==> config.mk <==
export PLATFORM = sky130hd
export DESIGN_NAME = match_popcount_acc
export DESIGN_NICKNAME = d
export VERILOG_FILES = /design/src/rtl/match_popcount_acc.sv
export SDC_FILE = /design/constraint.sdc
export NUM_CORES = 1
export LEC_CHECK = 0
export BUFFER_PORTS_ARGS = -buffer_cell sky130_fd_sc_hd__buf_4
export CORE_AREA = 4 4 158 99
export CTS_CLUSTER_DIAMETER = 50
export DETAILED_ROUTE_END_ITERATION = 7
export DIE_AREA = 0 0 162 103
export MAX_ROUTING_LAYER = met4
export SLEW_MARGIN = 10
export SYNTH_ARGS = -nofsm -noshare
export SYNTH_HDL_FRONTEND = slang
export SYNTH_SLANG_ARGS = --single-unit
export TNS_END_PERCENT = 10
==> constraint.sdc <==
create_clock -name clk -period 2.7 [get_ports clk]
set_input_delay 0.135 -clock clk [delete_from_list [all_inputs] [get_ports clk]]
set_output_delay 0.135 -clock clk [all_outputs]
set_load 0.05 [all_outputs]
==> src/rtl/match_popcount_acc.sv <==
// match_popcount_acc
//   Correlation accumulator for the acquisition engine. Each valid match
//   vector is reduced to a ones-count by a tree of 3:2 full-adder
//   compressors. The counts are then summed over a programmable block length,
//   and one registered, saturated sum is emitted per block.
//
// Ports
//   clk        rising-edge clock
//   rst        asynchronous active-high reset
//   clear      synchronous flush of the pipeline and the block in progress
//   in_valid   in_data valid this cycle
//   in_data    IN_WIDTH-bit match vector (1 = sign agreement)
//   acc_len    vectors per block, 0 encodes 1024; captured with a block's first vector
//   out_valid  one-cycle pulse, out_sum/out_sat valid
//   out_sum    block sum, clamped to 2^ACC_WIDTH-1, held until the next result
//   out_sat    block sum saturated, qualified by out_valid
//   busy       block in progress (first vector accepted, result not yet emitted)
module match_popcount_acc #(
  parameter int IN_WIDTH  = 16,
  parameter int ACC_WIDTH = 16
) (
  input  logic                 clk,
  input  logic                 rst,
  input  logic                 clear,
  input  logic                 in_valid,
  input  logic [IN_WIDTH-1:0]  in_data,
  input  logic [9:0]           acc_len,
  output logic                 out_valid,
  output logic [ACC_WIDTH-1:0] out_sum,
  output logic                 out_sat,
  output logic                 busy
);

  localparam int PW = $clog2(IN_WIDTH + 1);
  // Column width has two spare bits so the fixed 3-bit taps stay in range
  // even for very narrow inputs.
  localparam int CW = IN_WIDTH + 2;
  localparam int LW = 11;

  typedef enum logic {IDLE, ACC} state_t;

  // One full adder: returns {carry, sum}.
  function automatic logic [1:0] fa(input logic a, input logic b, input logic c);
    return {(a & b) | (a & c) | (b & c), a ^ b ^ c};
  endfunction

  // Column-wise compressor tree. Each column is a packed list of bits of
  // equal weight; three bits at a time go through a full adder (a lone pair
  // goes through one with a zero third input). The sum stays in the column
  // and the carry moves to the next one, until each column holds one bit.
  // The bit counts are data-independent, so the loops unroll into a fixed tree.
  function automatic logic [PW-1:0] popcount(input logic [IN_WIDTH-1:0] v);
    logic [CW-1:0] col [PW];
    int            n   [PW];
    logic [1:0]    fo;
    logic [PW-1:0] res;
    res = '0;
    for (int w = 0; w < PW; w++) begin
      col[w] = '0;
      n[w]   = 0;
    end
    col[0] = CW'(v);
    n[0]   = IN_WIDTH;
    for (int w = 0; w < PW; w++) begin
      for (int it = 0; it < IN_WIDTH; it++) begin
        if (n[w] >= 3) begin
          fo     = fa(col[w][0], col[w][1], col[w][2]);
          col[w] = (col[w] >> 3) | (CW'(fo[0]) << (n[w] - 3));
          n[w]   = n[w] - 2;
          if (w + 1 < PW) begin
            col[w+1] = col[w+1] | (CW'(fo[1]) << n[w+1]);
            n[w+1]   = n[w+1] + 1;
          end
        end else if (n[w] == 2) begin
          fo     = fa(col[w][0], col[w][1], 1'b0);
          col[w] = CW'(fo[0]);
          n[w]   = 1;
          if (w + 1 < PW) begin
            col[w+1] = col[w+1] | (CW'(fo[1]) << n[w+1]);
            n[w+1]   = n[w+1] + 1;
          end
        end
      end
      res[w] = col[w][0];
    end
    return res;
  endfunction

  // Clamp a guarded sum. The result's top bit is the overflow flag and the
  // low ACC_WIDTH bits are the clamped value.
  function automatic logic [ACC_WIDTH:0] sat_sum(input logic [ACC_WIDTH:0] s);
    if (s[ACC_WIDTH]) return {1'b1, {ACC_WIDTH{1'b1}}};
    return {1'b0, s[ACC_WIDTH-1:0]};
  endfunction

  logic [PW-1:0]        pop_p1;
  logic                 vld_p1;
  logic [9:0]           len_p1;

  state_t               state, state_n;
  logic [ACC_WIDTH:0]   acc, acc_n;
  logic [LW-1:0]        cnt, cnt_n;
  logic [LW-1:0]        len, len_n;
  logic                 sat, sat_n;
  logic                 out_valid_n;
  logic [ACC_WIDTH-1:0] out_sum_n;
  logic                 out_sat_n;

  logic [ACC_WIDTH:0]   sum_p2;
  logic [ACC_WIDTH:0]   clamp_p2;
  logic                 sat_run_p2;
  logic [LW-1:0]        cnt_inc_p2;
  logic [LW-1:0]        lim_p2;

  // ---- Stage P1: popcount (acc_len travels with the vector) ----
  always_ff @(posedge clk or posedge rst) begin
    if (rst) begin
      pop_p1 <= '0;
      vld_p1 <= 1'b0;
      len_p1 <= '0;
    end else begin
      pop_p1 <= popcount(in_data);
      vld_p1 <= in_valid & ~clear;
      len_p1 <= acc_len;
    end
  end

  // ---- Stage P2: block accumulate / finish ----
  // acc and cnt are zero in IDLE, so the first vector of a block takes the
  // same add/increment path as the rest; only the length limit differs.
  always_comb begin
    state_n     = state;
    acc_n       = acc;
    cnt_n       = cnt;
    len_n       = len;
    sat_n       = sat;
    out_valid_n = 1'b0;
    out_sum_n   = out_sum;
    out_sat_n   = out_sat;

    sum_p2     = acc + (ACC_WIDTH+1)'(pop_p1);
    clamp_p2   = sat_sum(sum_p2);
    sat_run_p2 = sat | clamp_p2[ACC_WIDTH];
    cnt_inc_p2 = cnt + LW'(1);
    if (state == IDLE) lim_p2 = (len_p1 == '0) ? LW'(1024) : {1'b0, len_p1};
    else               lim_p2 = len;

    if (clear) begin
      state_n = IDLE;
      acc_n   = '0;
      cnt_n   = '0;
      sat_n   = 1'b0;
    end else if (vld_p1) begin
      if (cnt_inc_p2 == lim_p2) begin
        out_valid_n = 1'b1;
        out_sum_n   = clamp_p2[ACC_WIDTH-1:0];
        out_sat_n   = sat_run_p2;
        state_n     = IDLE;
        acc_n       = '0;
        cnt_n       = '0;
        sat_n       = 1'b0;
      end else begin
        state_n = ACC;
        acc_n   = {1'b0, clamp_p2[ACC_WIDTH-1:0]};
        cnt_n   = cnt_inc_p2;
        len_n   = lim_p2;
        sat_n   = sat_run_p2;
      end
    end
  end

  always_ff @(posedge clk or posedge rst) begin
    if (rst) begin
      state     <= IDLE;
      acc       <= '0;
      cnt       <= '0;
      len       <= '0;
      sat       <= 1'b0;
      out_valid <= 1'b0;
      out_sum   <= '0;
      out_sat   <= 1'b0;
    end else begin
      state     <= state_n;
      acc       <= acc_n;
      cnt       <= cnt_n;
      len       <= len_n;
      sat       <= sat_n;
      out_valid <= out_valid_n;
      out_sum   <= out_sum_n;
      out_sat   <= out_sat_n;
    end
  end

  assign busy = (state == ACC);

endmodule

# Yosys cells after proc, flatten, opt, wreduce, memory -nomap -nowiden
# Cells that the tools add are included.
# totals
input_bits	30
wordCells	149
register_bits	75
# op_classes
mux	20
add_sub_neg	2
reduce_logical	4
n_eq_ne	1
n_bitwise	111
# op_table
op	count
17-bit two-way mux	4
11-bit two-way mux	5
1-bit bitwise AND	38
1-bit XOR	26
1-bit bitwise OR	23
5-bit by 6-bit bitwise OR with 6-bit output	3
17-bit by 5-bit adder with 17-bit output	1
16-bit two-way mux	1
3-bit by 4-bit bitwise OR with 4-bit output	4
7-bit by 8-bit bitwise OR with 8-bit output	2
13-bit by 14-bit bitwise OR with 14-bit output	1
11-bit by 12-bit bitwise OR with 12-bit output	1
11-bit by 1-bit adder with 11-bit output (second input constant)	1
11-bit == test	1
10-bit logical NOT	1
1-bit two-way mux	10
9-bit by 10-bit bitwise OR with 10-bit output	1
1-bit by 2-bit bitwise OR with 2-bit output	4
6-bit by 7-bit bitwise OR with 7-bit output	1
2-bit by 3-bit bitwise OR with 3-bit output	2
3-bit AND reduction	2
4-bit by 5-bit bitwise OR with 5-bit output	1
2-bit bitwise OR	2
1-bit inverter	2
2-bit nonzero test	1

# Logic depth before layout (Yosys ltp)
# logic_depth
word_depth	40
depth_mapped	11
depth_no_buf	11

# Worst setup path after synthesis
# Ideal clock, no wire load.
# synth_timing
path_type	register -> register
start	register state, in the netlist busy
end	register out_sum[7]
stages_incl_launch_ff	11
n_path_buf	3
slack_ns	-0.397
setup_ns	0.125
arrival_time_ns	2.972
synth_period_minus_slack_ns	3.097
cell_sequence	dfrtp_1 buf_2 buf_4 mux2i_1 xor2_1 or4_4 nor4_4 o211ai_4 nor3_4 buf_6 mux2_4
# synth_between
elab_chain_cells	3
# synth_rtl
element	line	rtl
start, declared	100	state_t state, state_n;
start signal, assigned	183	state <= state_n;
11-bit two-way mux	145	if (state == IDLE) lim_p2 = (len_p1 == '0) ? LW'(1024) : {1'b0, len_p1};
11-bit == test	154	if (cnt_inc_p2 == lim_p2) begin
3-bit AND reduction (no source line)	--	
end signal, assigned	189	out_sum <= out_sum_n;
end, declared	29	output logic [ACC_WIDTH-1:0] out_sum,
# No other way between the ends.
# A chain may end at the register's enable or synchronous reset.

# Worst setup path in the final report
# layout_timing
start	register cnt[1]
end	register out_sum[10]
# layout_between
elab_chain_cells	3
# layout_rtl
element	line	rtl
start, declared	102	logic [LW-1:0] cnt, cnt_n;
start signal, assigned	185	cnt <= cnt_n;
11-bit by 1-bit adder with 11-bit output	144	cnt_inc_p2 = cnt + LW'(1);
11-bit == test	154	
3-bit AND reduction (no source line)	--	
# No other way between the ends.

==> results by stage <==
Synth:
- Of all cell types, the one taking the most synthesized area is sky130_fd_sc_hd__dfrtp_1.
- The number of storage elements in the synthesis netlist is 74.
- The fraction of registers with async set or reset after synthesis is 100%.
- The number of nets handed over by synthesis was 455.
- For this run, the number of Yosys warnings is 0.
- Yosys mapped a number of flops with a built-in enable equal to 0.
- The synthesized design devotes to its leading area cell type 44.5% of total area.
- The mean instance size in the synthesized netlist is 10.3 um^2.
- The primary flip-flop cell chosen by synthesis mapping is sky130_fd_sc_hd__dfrtp_1.
- After synthesis the cells add up to 0.00416 mm^2.
- After technology mapping, the gate count stands at 403.
- After synthesis, the cell types taking the most area are sky130_fd_sc_hd__dfrtp_1 (45%), sky130_fd_sc_hd__fa_1 (5.8%), sky130_fd_sc_hd__mux2_2 (5.7%).
- Synthesis instantiated 51 different standard cells from the library.
- The sequential fraction of the synthesis area is 44.5%.

Die:
- In this run the count of I/O pins placed on the die edge is 49.
- The total area inside the core boundary comes to 0.0142 mm^2.
- The x dimension of the die is 162 um.
- The die covers 0.0167 mm^2.
- For this configuration, the core starts out at a cell density of 29.3%.
- The die extent in y is 103 um.
- After floorplanning, the core was divided into 34 placement rows.

Final layout:
- The post-route netlist has 28.7% of its cells at a drive strength greater than 1.
- For this run, the post-layout net count is 539.
- The area of combinational cells with multiple inputs is 0.00214 mm^2.
- Counting the fill cells in the layout gives 1414.
- The finished layout holds 690 standard cells, fillers aside.
- Across the whole layout, storage elements account for 0.00185 mm^2.
- The area growth from synthesis to layout is 31.4%.
- 0 antenna diodes ended up in the layout.

CTS:
- The TritonCTS clock tree is done.
- The clock-pin slew reported for the worst setup and hold paths after clock tree synthesis is 0.06 ns.
- The number of clock buffers added by TritonCTS is 9.
- CTS placed an instance of sky130_fd_sc_hd__clkbuf_16 at the clock tree root.
- The maximum root-to-sink buffer count is 2.
- Counting every sink on the clock net gives 74.
- The H-tree was split into 3 levels.
- For the worst-skew pair, the clock arrives at the later sink with an insertion delay of 0.33 ns.

Worst setup path:
- The signal on the critical path passes through and3_4, xnor3_1, or4_4, nor4_4, o211ai_4, nor3_4, buf_12, mux2_2.
- The count of buffer and inverter cells on the critical path is 1.
- For this run, the slowest stage of the critical path takes 0.56 ns.
- The critical path starts at cnt[1].
- The required time at the endpoint of the critical path is 2.92 ns.
- Data arrives at the worst endpoint at 2.90 ns.
- The kind of cell adding the most delay to the critical path is simple AND/OR/NAND/NOR gates.
- The largest driver fanout on the critical path is 14.
- The worst setup path is launched from a register.
- The worst setup path is of the register to register kind.
- The worst register-to-register path begins at cnt[1].
- The critical path capture point type is a register.
- The cell type of the slowest stage on the worst timing path is sky130_fd_sc_hd__or4_4.

Detailed routing:
- For this block, the initial DRC count from the detailed router was 176.
- After detailed routing, the number of vias per cell comes to 4.58.
- Summing over every cut layer, the via total after detailed routing is 3163.
- The routed length per instance is 14.2 um.
- In the routed design, unresolved DRC markers number 0.
- The first detailed-routing pass ran for 5 iterations.
- The post-detailed-route count of antenna-violating nets is 0.
- The final layout contains routed wiring with a total length of 9770 um.

Timing:
- The count of final max-slew check failures was 0.
- In this run the tightest slew margin relative to its limit is 59.5%.
- The aggregate negative setup slack is 0 ns.
- The final count of negative-setup-slack endpoints is 0.
- The final worst-path cycle share is 99.4%.
- The minimum hold slack is 0.0298 ns.
- The final count of hold timing violations is 0.
- Setup repair after global routing could not meet its margin everywhere.
- The worst-margin pin slew is 0.603 ns.
- The shortest clock period the worst path allows after layout is 2.68 ns.
- The final clock skew is 0.00898 ns.
- The top achievable clock speed is 0.373 GHz.

Global routing:
- The first global-routing pass estimated 16700 um of wire.
- The number of antenna violations at the first check in global routing is 0.
- The via count of the first global-routing pass is 3285.
- The maximum number of pins on one net before global-route repair is 32.
- The sum of overflow across all layers after global routing is 0.
- In the global route stage, overall resource usage came out at 13.1%.

Pwr:
- The analysis attributes to cell leakage a power of 2.52 nW.
- Power spread over the standard cell area amounts to 607 mW/mm^2.
- IR analysis of the VDD net gives a maximum drop of 309 uV.

Hold path:
- The worst hold-check path type is primary input to register.
- The startpoint of the most critical hold path is in_valid.

Place:
- The placed instance count is 662.
- The routability-driven placement congestion ratio is 0.791.
- Once detailed placement completed, the half-perimeter wirelength came to 7300 um.
- Input and output buffers added on the ports amount to 48.

Status:
- The run finished with clean final reports.

Run:
- Across the run, the number of max-cap violations was 0.
[area by class of cell]
type / instances / area share [%]
Inverter: 32 / 2.20
Clock inverter: 5 / 1.83
Sequential cell: 74 / 33.9
Timing Repair Buffer: 93 / 13.9
Multi-Input combinational cell: 277 / 39.1
Clock buffer: 11 / 4.62
Tap cell: 198 / 4.53
[sequential cells by signal, summed over array words and instances (netlist names)]
signal,flops
out_sat,1
acc,16
vld_p1,1
sat,1
cnt,11
out_valid,1
out_sum,16
busy,1
pop_p1,5
len_p1,10
len,11
[cell usage after synthesis, types with 2 or more instances]
cell	count
sky130_fd_sc_hd__dfrtp_1	74
sky130_fd_sc_hd__nand2_1	39
sky130_fd_sc_hd__inv_1	32
sky130_fd_sc_hd__a21oi_1	31
sky130_fd_sc_hd__nor2_1	22
sky130_fd_sc_hd__mux2_2	21
sky130_fd_sc_hd__mux2i_1	18
sky130_fd_sc_hd__nand3_1	18
sky130_fd_sc_hd__clkbuf_1	16
sky130_fd_sc_hd__xnor2_1	15
sky130_fd_sc_hd__fa_1	12
sky130_fd_sc_hd__o21ai_0	12
sky130_fd_sc_hd__ha_1	10
sky130_fd_sc_hd__nor3_1	10
sky130_fd_sc_hd__xor2_1	6
sky130_fd_sc_hd__a31oi_1	5
sky130_fd_sc_hd__nand3b_1	5
sky130_fd_sc_hd__nor2b_1	5
sky130_fd_sc_hd__a211oi_1	4
sky130_fd_sc_hd__a21o_1	3
sky130_fd_sc_hd__and3_1	3
sky130_fd_sc_hd__mux2_4	3
sky130_fd_sc_hd__nand4_1	3
sky130_fd_sc_hd__nor3b_1	3
sky130_fd_sc_hd__nor4_1	3
sky130_fd_sc_hd__a22oi_1	2
sky130_fd_sc_hd__and4_1	2
sky130_fd_sc_hd__or2_2	2
sky130_fd_sc_hd__xnor3_1	2
[through the flow]
step / setup slack [ns] / area [um^2] / util [%] / power (mW)
after floorplan: -0.191 / 4170 / - / 1.72
after global placement: -0.294 / 4950 / 34.9 / 1.88
after global routing: -0.149 / 5470 / 38.5 / 3.51
after CTS: -0.0265 / 5440 / 38.3 / 3.36
final: 0.0168 / 5470 / 38.5 / 3.32
after detailed placement: -0.369 / 4950 / 34.9 / 1.92
[metal layers]
metal	global-route usage [%]	wire length [um]
met1	18.1	5010
met2	18.9	4110
met5	-	0
met3	3.84	547
met4	3.18	105
[cell usage in the layout, fill, tap and decap left out, types with 2 or more instances in the layout]
cell                            Yosys  layout
sky130_fd_sc_hd__buf_4              1      78
sky130_fd_sc_hd__dfrtp_1           74      73
sky130_fd_sc_hd__nand2_1           39      39
sky130_fd_sc_hd__a21oi_1           31      31
sky130_fd_sc_hd__inv_1             32      30
sky130_fd_sc_hd__nor2_1            22      22
sky130_fd_sc_hd__mux2_2            21      21
sky130_fd_sc_hd__mux2i_1           18      18
sky130_fd_sc_hd__nand3_1           18      17
sky130_fd_sc_hd__xnor2_1           15      14
sky130_fd_sc_hd__o21ai_0           12      11
sky130_fd_sc_hd__fa_1              12      11
sky130_fd_sc_hd__dlygate4sd3_1      0      11
sky130_fd_sc_hd__nor3_1            10       9
sky130_fd_sc_hd__clkbuf_16          0       9
sky130_fd_sc_hd__ha_1              10       8
sky130_fd_sc_hd__xor2_1             6       6
sky130_fd_sc_hd__nor2b_1            5       5
sky130_fd_sc_hd__nand3b_1           5       5
sky130_fd_sc_hd__a31oi_1            5       5
sky130_fd_sc_hd__a211oi_1           4       4
sky130_fd_sc_hd__a21o_1             3       3
sky130_fd_sc_hd__and3_1             3       3
sky130_fd_sc_hd__nand4_1            3       3
sky130_fd_sc_hd__mux2_4             3       3
sky130_fd_sc_hd__nor3b_1            3       3
sky130_fd_sc_hd__bufinv_16          0       3
sky130_fd_sc_hd__or2_2              2       2
sky130_fd_sc_hd__o21ai_1            1       2
sky130_fd_sc_hd__and4_1             2       2
sky130_fd_sc_hd__nand3_2            1       2
sky130_fd_sc_hd__nor4_1             3       2
sky130_fd_sc_hd__xnor3_1            2       2
sky130_fd_sc_hd__inv_2              0       2
sky130_fd_sc_hd__a22oi_1            2       2
sky130_fd_sc_hd__ha_2               0       2
sky130_fd_sc_hd__clkbuf_8           0       2
sky130_fd_sc_hd__clkinv_2           0       2
sky130_fd_sc_hd__buf_12             0       2
sky130_fd_sc_hd__buf_6              1       2
[logic make-up after synthesis]
kind of cell	count (synthesis)	synth area share, %
and+or+nand+nor	124	15.5
DFF	74	44.5
AOI/OAI and AO/OA	66	9.59
buffers and inverters	52	4.99
muxes	42	11.1
xor gates and xnor gates	23	5.50
adders and majority gates	22	8.78
[worst reg2reg max path, delay by kind of cell, from the launching register on]
family	cells	cell delay [ns]
compound gates	1	0.17
xor+xnor	1	0.32
buf+inv	1	0.18
flops	1	0.41
mux	1	0.35
simple gates	4	1.12
[worst paths after layout]
kind	cells past startpoint	slack [ns]	endpoint
worst min-delay path	2	0.03	vld_p1
worst max register to register	8	0.02	out_sum[10]
worst min register to register	1	0.51	len[0]
max in group asynchronous	4	1.54	len[6]
worst max-delay path	8	0.02	out_sum[10]
min in group asynchronous	3	0.39	cnt[0]
[repair_timing]
action / 4_1_cts / 5_1_grt
resized for setup: 5 / 7
hold buffers: 11 / 0
setup buffers: 1 / 0
setup endpoints to repair: 15 / 44
gates cloned: 0 / 0
hold endpoints to repair: 29 / 0
[report_power, final]
group	switching [mW]	internal, mW	leakage, nW
sequential	0.0558	1.21	0.941
clock	0.455	0.950	0.176
combinational	0.351	0.299	1.40
total	0.862	2.46	2.52
No activity file was read; power rests on OpenSTA's default activity.
